File: src/rtl/rssb_pkg.sv
// rssb_pkg: shared state encoding and operand location map for the RSSB core
package rssb_pkg;
    typedef enum logic [2:0] {IDLE, FETCH, OPERAND, WRITE, HALTED} state_t;
    localparam int LOC_PC    = 0;
    localparam int LOC_ACC   = 1;
    localparam int LOC_ZERO  = 2;
    localparam int LOC_IO    = 3;
    localparam int FIRST_MEM = 4;
endpackage

File: src/rtl/rssb_alu.sv
// rssb_alu: reverse subtract r = operand - acc, borrow taken from the result sign
module rssb_alu #(
    parameter int DATA_W = 8
) (
    input  logic [DATA_W-1:0] operand,
    input  logic [DATA_W-1:0] acc,
    output logic [DATA_W-1:0] r,
    output logic              borrow
);
    assign r      = operand - acc;
    assign borrow = r[DATA_W-1];
endmodule

File: src/rtl/rssb_core_p.sv
// rssb_core_p: parametrised RSSB one-instruction core, sole master of a req/ack memory bus
module rssb_core_p
    import rssb_pkg::*;
#(
    parameter int DATA_W    = 8,
    parameter int HALT_ADDR = 2**DATA_W-1,
    parameter int CNT_W     = 16
) (
    input  logic              clock,
    input  logic              reset,
    input  logic              start,
    output logic              mem_req,
    output logic              mem_we,
    output logic [DATA_W-1:0] mem_addr,
    output logic [DATA_W-1:0] mem_wdata,
    input  logic [DATA_W-1:0] mem_rdata,
    input  logic              mem_ack,
    input  logic [DATA_W-1:0] io_in,
    output logic [DATA_W-1:0] io_out,
    output logic              io_valid,
    output logic              update,
    output logic              halted,
    output logic [CNT_W-1:0]  retired
);
    localparam logic [DATA_W-1:0] HALT = DATA_W'(HALT_ADDR);
    state_t state, next_state;
    logic [DATA_W-1:0] pc, acc, ins, res, operand, r, base, npc_op, npc_wr;
    logic borrow, ack, is_mem, at_halt;
    assign ack     = mem_req & mem_ack;
    assign is_mem  = ins >= DATA_W'(FIRST_MEM);
    assign at_halt = pc == HALT;
    // In OPERAND with a memory operand the ALU consumes the read data directly
    always_comb
        operand = (ins == DATA_W'(LOC_PC))   ? pc :
                  (ins == DATA_W'(LOC_ACC))  ? acc :
                  (ins == DATA_W'(LOC_ZERO)) ? '0 :
                  (ins == DATA_W'(LOC_IO))   ? io_in : mem_rdata;
    rssb_alu #(.DATA_W(DATA_W)) alu (
        .operand(operand),
        .acc    (acc),
        .r      (r),
        .borrow (borrow)
    );
    assign base   = (ins == DATA_W'(LOC_PC)) ? r : pc;
    assign npc_op = base + DATA_W'(1) + DATA_W'(borrow);
    assign npc_wr = pc + DATA_W'(1) + DATA_W'(res[DATA_W-1]);
    always_ff @(posedge clock or posedge reset)
        if (reset) state <= IDLE;
        else       state <= next_state;
    always_comb begin
        next_state = state;
        case (state)
            IDLE, HALTED: next_state = start ? FETCH : state;
            FETCH:        next_state = at_halt ? HALTED : ack ? OPERAND : FETCH;
            OPERAND:      next_state = !is_mem ? FETCH : ack ? WRITE : OPERAND;
            WRITE:        next_state = ack ? FETCH : WRITE;
            default:      next_state = IDLE;
        endcase
    end
    always_comb begin
        mem_req   = (state == FETCH && !at_halt) || (state == OPERAND && is_mem) || state == WRITE;
        mem_we    = state == WRITE;
        mem_addr  = (state == FETCH) ? pc : ins;
        mem_wdata = (state == WRITE) ? res : '0;
        halted    = state == HALTED;
    end
    always_ff @(posedge clock or posedge reset) begin
        if (reset) begin
            pc       <= '0;
            acc      <= '0;
            ins      <= '0;
            res      <= '0;
            io_out   <= '0;
            io_valid <= 1'b0;
            update   <= 1'b0;
            retired  <= '0;
        end else begin
            update   <= 1'b0;
            io_valid <= 1'b0;
            case (state)
                IDLE, HALTED: if (start) begin
                    pc  <= '0;
                    acc <= '0;
                end
                FETCH: if (ack) ins <= mem_rdata;
                OPERAND: if (!is_mem) begin
                    acc     <= r;
                    pc      <= npc_op;
                    update  <= 1'b1;
                    retired <= retired + CNT_W'(1);
                    if (ins == DATA_W'(LOC_IO)) begin
                        io_out   <= r;
                        io_valid <= 1'b1;
                    end
                end else if (ack) begin
                    res <= r;
                    acc <= r;
                end
                WRITE: if (ack) begin
                    pc      <= npc_wr;
                    update  <= 1'b1;
                    retired <= retired + CNT_W'(1);
                end
                default: ;
            endcase
        end
    end
endmodule

File: config.mk
export PLATFORM = sky130hd
export DESIGN_NAME = rssb_core_p
export DESIGN_NICKNAME = d
export VERILOG_FILES = /design/src/rtl/rssb_pkg.sv /design/src/rtl/rssb_alu.sv /design/src/rtl/rssb_core_p.sv
export SDC_FILE = /design/constraint.sdc
export NUM_CORES = 1
export LEC_CHECK = 0
export ABC_AREA = 1
export CAP_MARGIN = 20
export CORE_MARGIN = 2
export CORE_UTILIZATION = 35
export CTS_CLUSTER_SIZE = 28
export DETAILED_ROUTE_END_ITERATION = 10
export GPL_TIMING_DRIVEN = 0
export SYNTH_ARGS = -nofsm -noshare
export SYNTH_HDL_FRONTEND = slang
export SYNTH_SLANG_ARGS = --single-unit
File: constraint.sdc
create_clock -name clock -period 3.5 [get_ports clock]
set_input_delay 0.525 -clock clock [delete_from_list [all_inputs] [get_ports clock]]
set_output_delay 0.525 -clock clock [all_outputs]
set_load 0.05 [all_outputs]
==> impl_metrics.json <==
{
  "tightest_slew_ns": 0.6425,
  "crit_type": "reg2reg",
  "p_leak_nw": 2.492,
  "status": "finished, final reports clean",
  "slew_violations": 0,
  "synth_cell_types": 48,
  "finalSetupViolations": 0,
  "htree_levels": 3,
  "post-route-min-period_ns": 3.391,
  "antenna_found_initial": 0,
  "clock-sinks": 61,
  "syn_nets": 523,
  "crit_required_ns": 3.71,
  "ant_nets": 0,
  "whs_path_depth": 1,
  "vias_per_cell": 5.036,
  "cp-end-kind": "flip-flop",
  "routabilityCongestion": 0.8731,
  "ys.flop_type": "dfrtp_1",
  "rr_worst_depth": 25,
  "place_hpwl_mm": 7.844,
  "wl_per_cell_microns": 14.88,
  "p_sw_frac": 0.5176,
  "ioPinCount": 65,
  "cts_tree": "done",
  "fp.dieW_microns": 109.0,
  "grt_max_degree": 34,
  "synth_cells": 491,
  "drt_iter0_drc": 211,
  "hp-class": "reg2reg",
  "clkPwrFrac": 0.122,
  "cts_buffers": 9,
  "portBuffers": 64,
  "synth_edf_count": 0,
  "hold_viol_final": 0,
  "firstDrtPassIters": 5,
  "avgSynthCellArea_sq_um": 7.861,
  "max-slew-margin-rel": 0.5710,
  "seqPwrFrac": 0.211,
  "critPathArrivalTime_ns": 3.60,
  "vdd_drop_max_v": 0.0005054,
  "rsz0062_at_grt": "true",
  "grt_pass1_wl_mm": 16.91,
  "core_area_sq_um": 10790,
  "row_count": 38,
  "cts-root-buf": "clkbuf_8",
  "cts.clk_slew.worst_paths_ns": 0.08,
  "intPower_mw": 2.649,
  "n_antenna_cell": 0,
  "cellPowerDensity_nw_per_um2": 1012,
  "grt_pass1_vias": 3481,
  "drc": 0,
  "grt-ovfl-total": 0,
  "path_max_fanout": 7,
  "final_net_count": 634,
  "switchingPower_mw": 2.842,
  "drive_above_1_share": 0.2488,
  "synth_area_sq_um": 3860,
  "setup_slack_ns": 0.1087,
  "start_util": 0.3576,
  "max_freq_mhz": 294.9,
  "wirelength_mm": 11.12,
  "tns_ns": 0,
  "skew_ns": 0.01079,
  "die_height_microns": 109.0,
  "drv_cap": 0,
  "globalRouteTotalUtil": 0.1867,
  "ys_ff_latch": 61,
  "clockBufferDepth": 2,
  "preCtsSetupSlack_ns": -0.3621,
  "ys_async_sr_fraction": 1.000,
  "ctsHoldBuffers": 0,
  "combPwrFrac": 0.667,
  "via_count": 3762,
  "period_share": 0.9689,
  "mostFrequentLayoutCell": "nand2_1",
  "seq_area_frac_synth": 0.3955,
  "synthToLayoutAreaGrowth_pct": 40.62,
  "die-area_sq_um": 11880,
  "cp-start-kind": "flip-flop",
  "yosys_warnings": 0,
  "mostFrequentLayoutCells": "nand2_1, inv_1, clkdlybuf4s50_1, dfrtp_1, buf_4",
  "clk_latency_ns": 0.35
}
[timing repair]
item	CTS	global route
cloned	0	2
gates resized for setup	24	47
setup buffers	13	21
pin swaps	12	31
endpoints found under the setup margin	9	7
[path summary, 6_finish.rpt]
kind                                    startpoint                      end  slack (ns)
min                        retired[15]$_DFFE_PP0P_  retired[15]$_DFFE_PP0P_        0.47
max                             ins[2]$_DFFE_PP0P_        pc[6]$_DFFE_PP0P_        0.11
min in group asynchronous                    reset   retired[5]$_DFFE_PP0P_        0.58
min reg2reg                retired[15]$_DFFE_PP0P_  retired[15]$_DFFE_PP0P_        0.47
max in group asynchronous                    reset       acc[7]$_DFFE_PP0P_        2.32
max reg2reg                     ins[2]$_DFFE_PP0P_        pc[6]$_DFFE_PP0P_        0.11
[layout make-up]
cell class,instances,area (sq um)
clock inverter,6,70.07
buffer,8,61.31
fill,1008,5365
sequential,61,1526
tap,140,175.2
clock buffer,10,137.6
timing repair buffer,101,948.4
inverter,82,312.8
multi-input combinational,339,2196
[sequential cells by signal, indices dropped and copies added, names as in the netlist]
register,flops
retired,16
acc,8
update,1
ins,8
pc,8
io_out,8
res,8
state,3
io_valid,1
[metal layers]
layer	share of wire	up-vias	GRT usage
li1	-	1849	-
met1	0.43	1789	0.2346
met2	0.49	99	0.3199
met3	0.047	25	0.03048
met4	0.025	0	0.07234
met5	0	-	0
[critical path: stages, from the launching register on]
cell and delay [ns]:
dfrtp_1 0.42, inv_1 0.12, nand2_2 0.10, nor2_4 0.11, nand2_2 0.12, buf_6 0.16, o21ai_2 0.10, o221ai_1 0.15
o21ai_2 0.10, ha_2 0.20, inv_2 0.05, fa_2 0.37, nand3_2 0.08, nand2_1 0.06, nand2_1 0.09, nand2_2 0.10
inv_2 0.07, nand2_1 0.07, o21ai_2 0.07, nand2_1 0.10, inv_2 0.09, nand2_2 0.07, nor2_4 0.09, inv_1 0.06
o211ai_1 0.22, a22oi_1 0.11
[cells in the mapped netlist (3+ instances only)]
library cell,number,area share
clkbuf_1,4,0.0039
o21ai_1,12,0.016
nand4_1,7,0.011
dfrtp_1,61,0.40
xor2_1,11,0.025
nand3b_1,3,0.0058
nand2_2,9,0.015
o21ai_0,40,0.052
nand2_1,93,0.090
or2_2,3,0.0049
nor2_2,5,0.0081
a31oi_1,4,0.0065
o22ai_1,8,0.013
nand3_1,22,0.029
nor3_1,6,0.0078
nor2_1,33,0.032
a2bb2oi_1,6,0.014
a22oi_1,4,0.0078
nor2_4,3,0.0088
inv_1,74,0.072
a21oi_1,25,0.032
o21ai_2,5,0.011
xnor2_1,6,0.014
inv_2,6,0.0058
nor2_8,3,0.016
ha_1,11,0.036
[stage by stage]
step | util | hold slack (ns) | total power [mW] | cells | instance area [sq um]
2_1_floorplan | - | 0.4530 | 3.310 | 491 | 3860
3_3_place_gp | 0.4332 | 0.4608 | 4.129 | 695 | 4676
3_5_place_dp | 0.4351 | 0.4679 | 4.173 | 696 | 4696
4_1_cts | 0.4693 | 0.4775 | 5.015 | 725 | 5065
5_1_grt | 0.5029 | 0.4795 | 5.847 | 747 | 5428
6_report | 0.5029 | 0.4683 | 5.491 | 747 | 5428
[power by group through the flow]
| stage | combinational (mW) | clock (mW) | sequential [mW] |
|---|---|---|---|
| final | 3.66 | 0.669 | 1.16 |
| after CTS | 3.18 | 0.679 | 1.15 |
| after global placement | 2.97 | 0 | 1.15 |
| after global routing | 3.94 | 0.721 | 1.19 |
| after detailed placement | 3.01 | 0 | 1.16 |
| after floorplan | 2.00 | 0 | 1.31 |
[logic make-up (layout without fill, tap and decap cells)]
| kind of cell | Yosys count | after routing | synth area share |
|---|---|---|---|
| xor+xnor | 17 | 17 | 0.03857 |
| buf+inv | 91 | 207 | 0.09594 |
| mux | 1 | 1 | 0.002917 |
| compound gates | 113 | 113 | 0.1731 |
| simple gates | 196 | 196 | 0.2532 |
| fa+ha+maj | 12 | 12 | 0.04084 |
| flops | 61 | 61 | 0.3955 |
No activity file was read; power rests on OpenSTA's default activity.
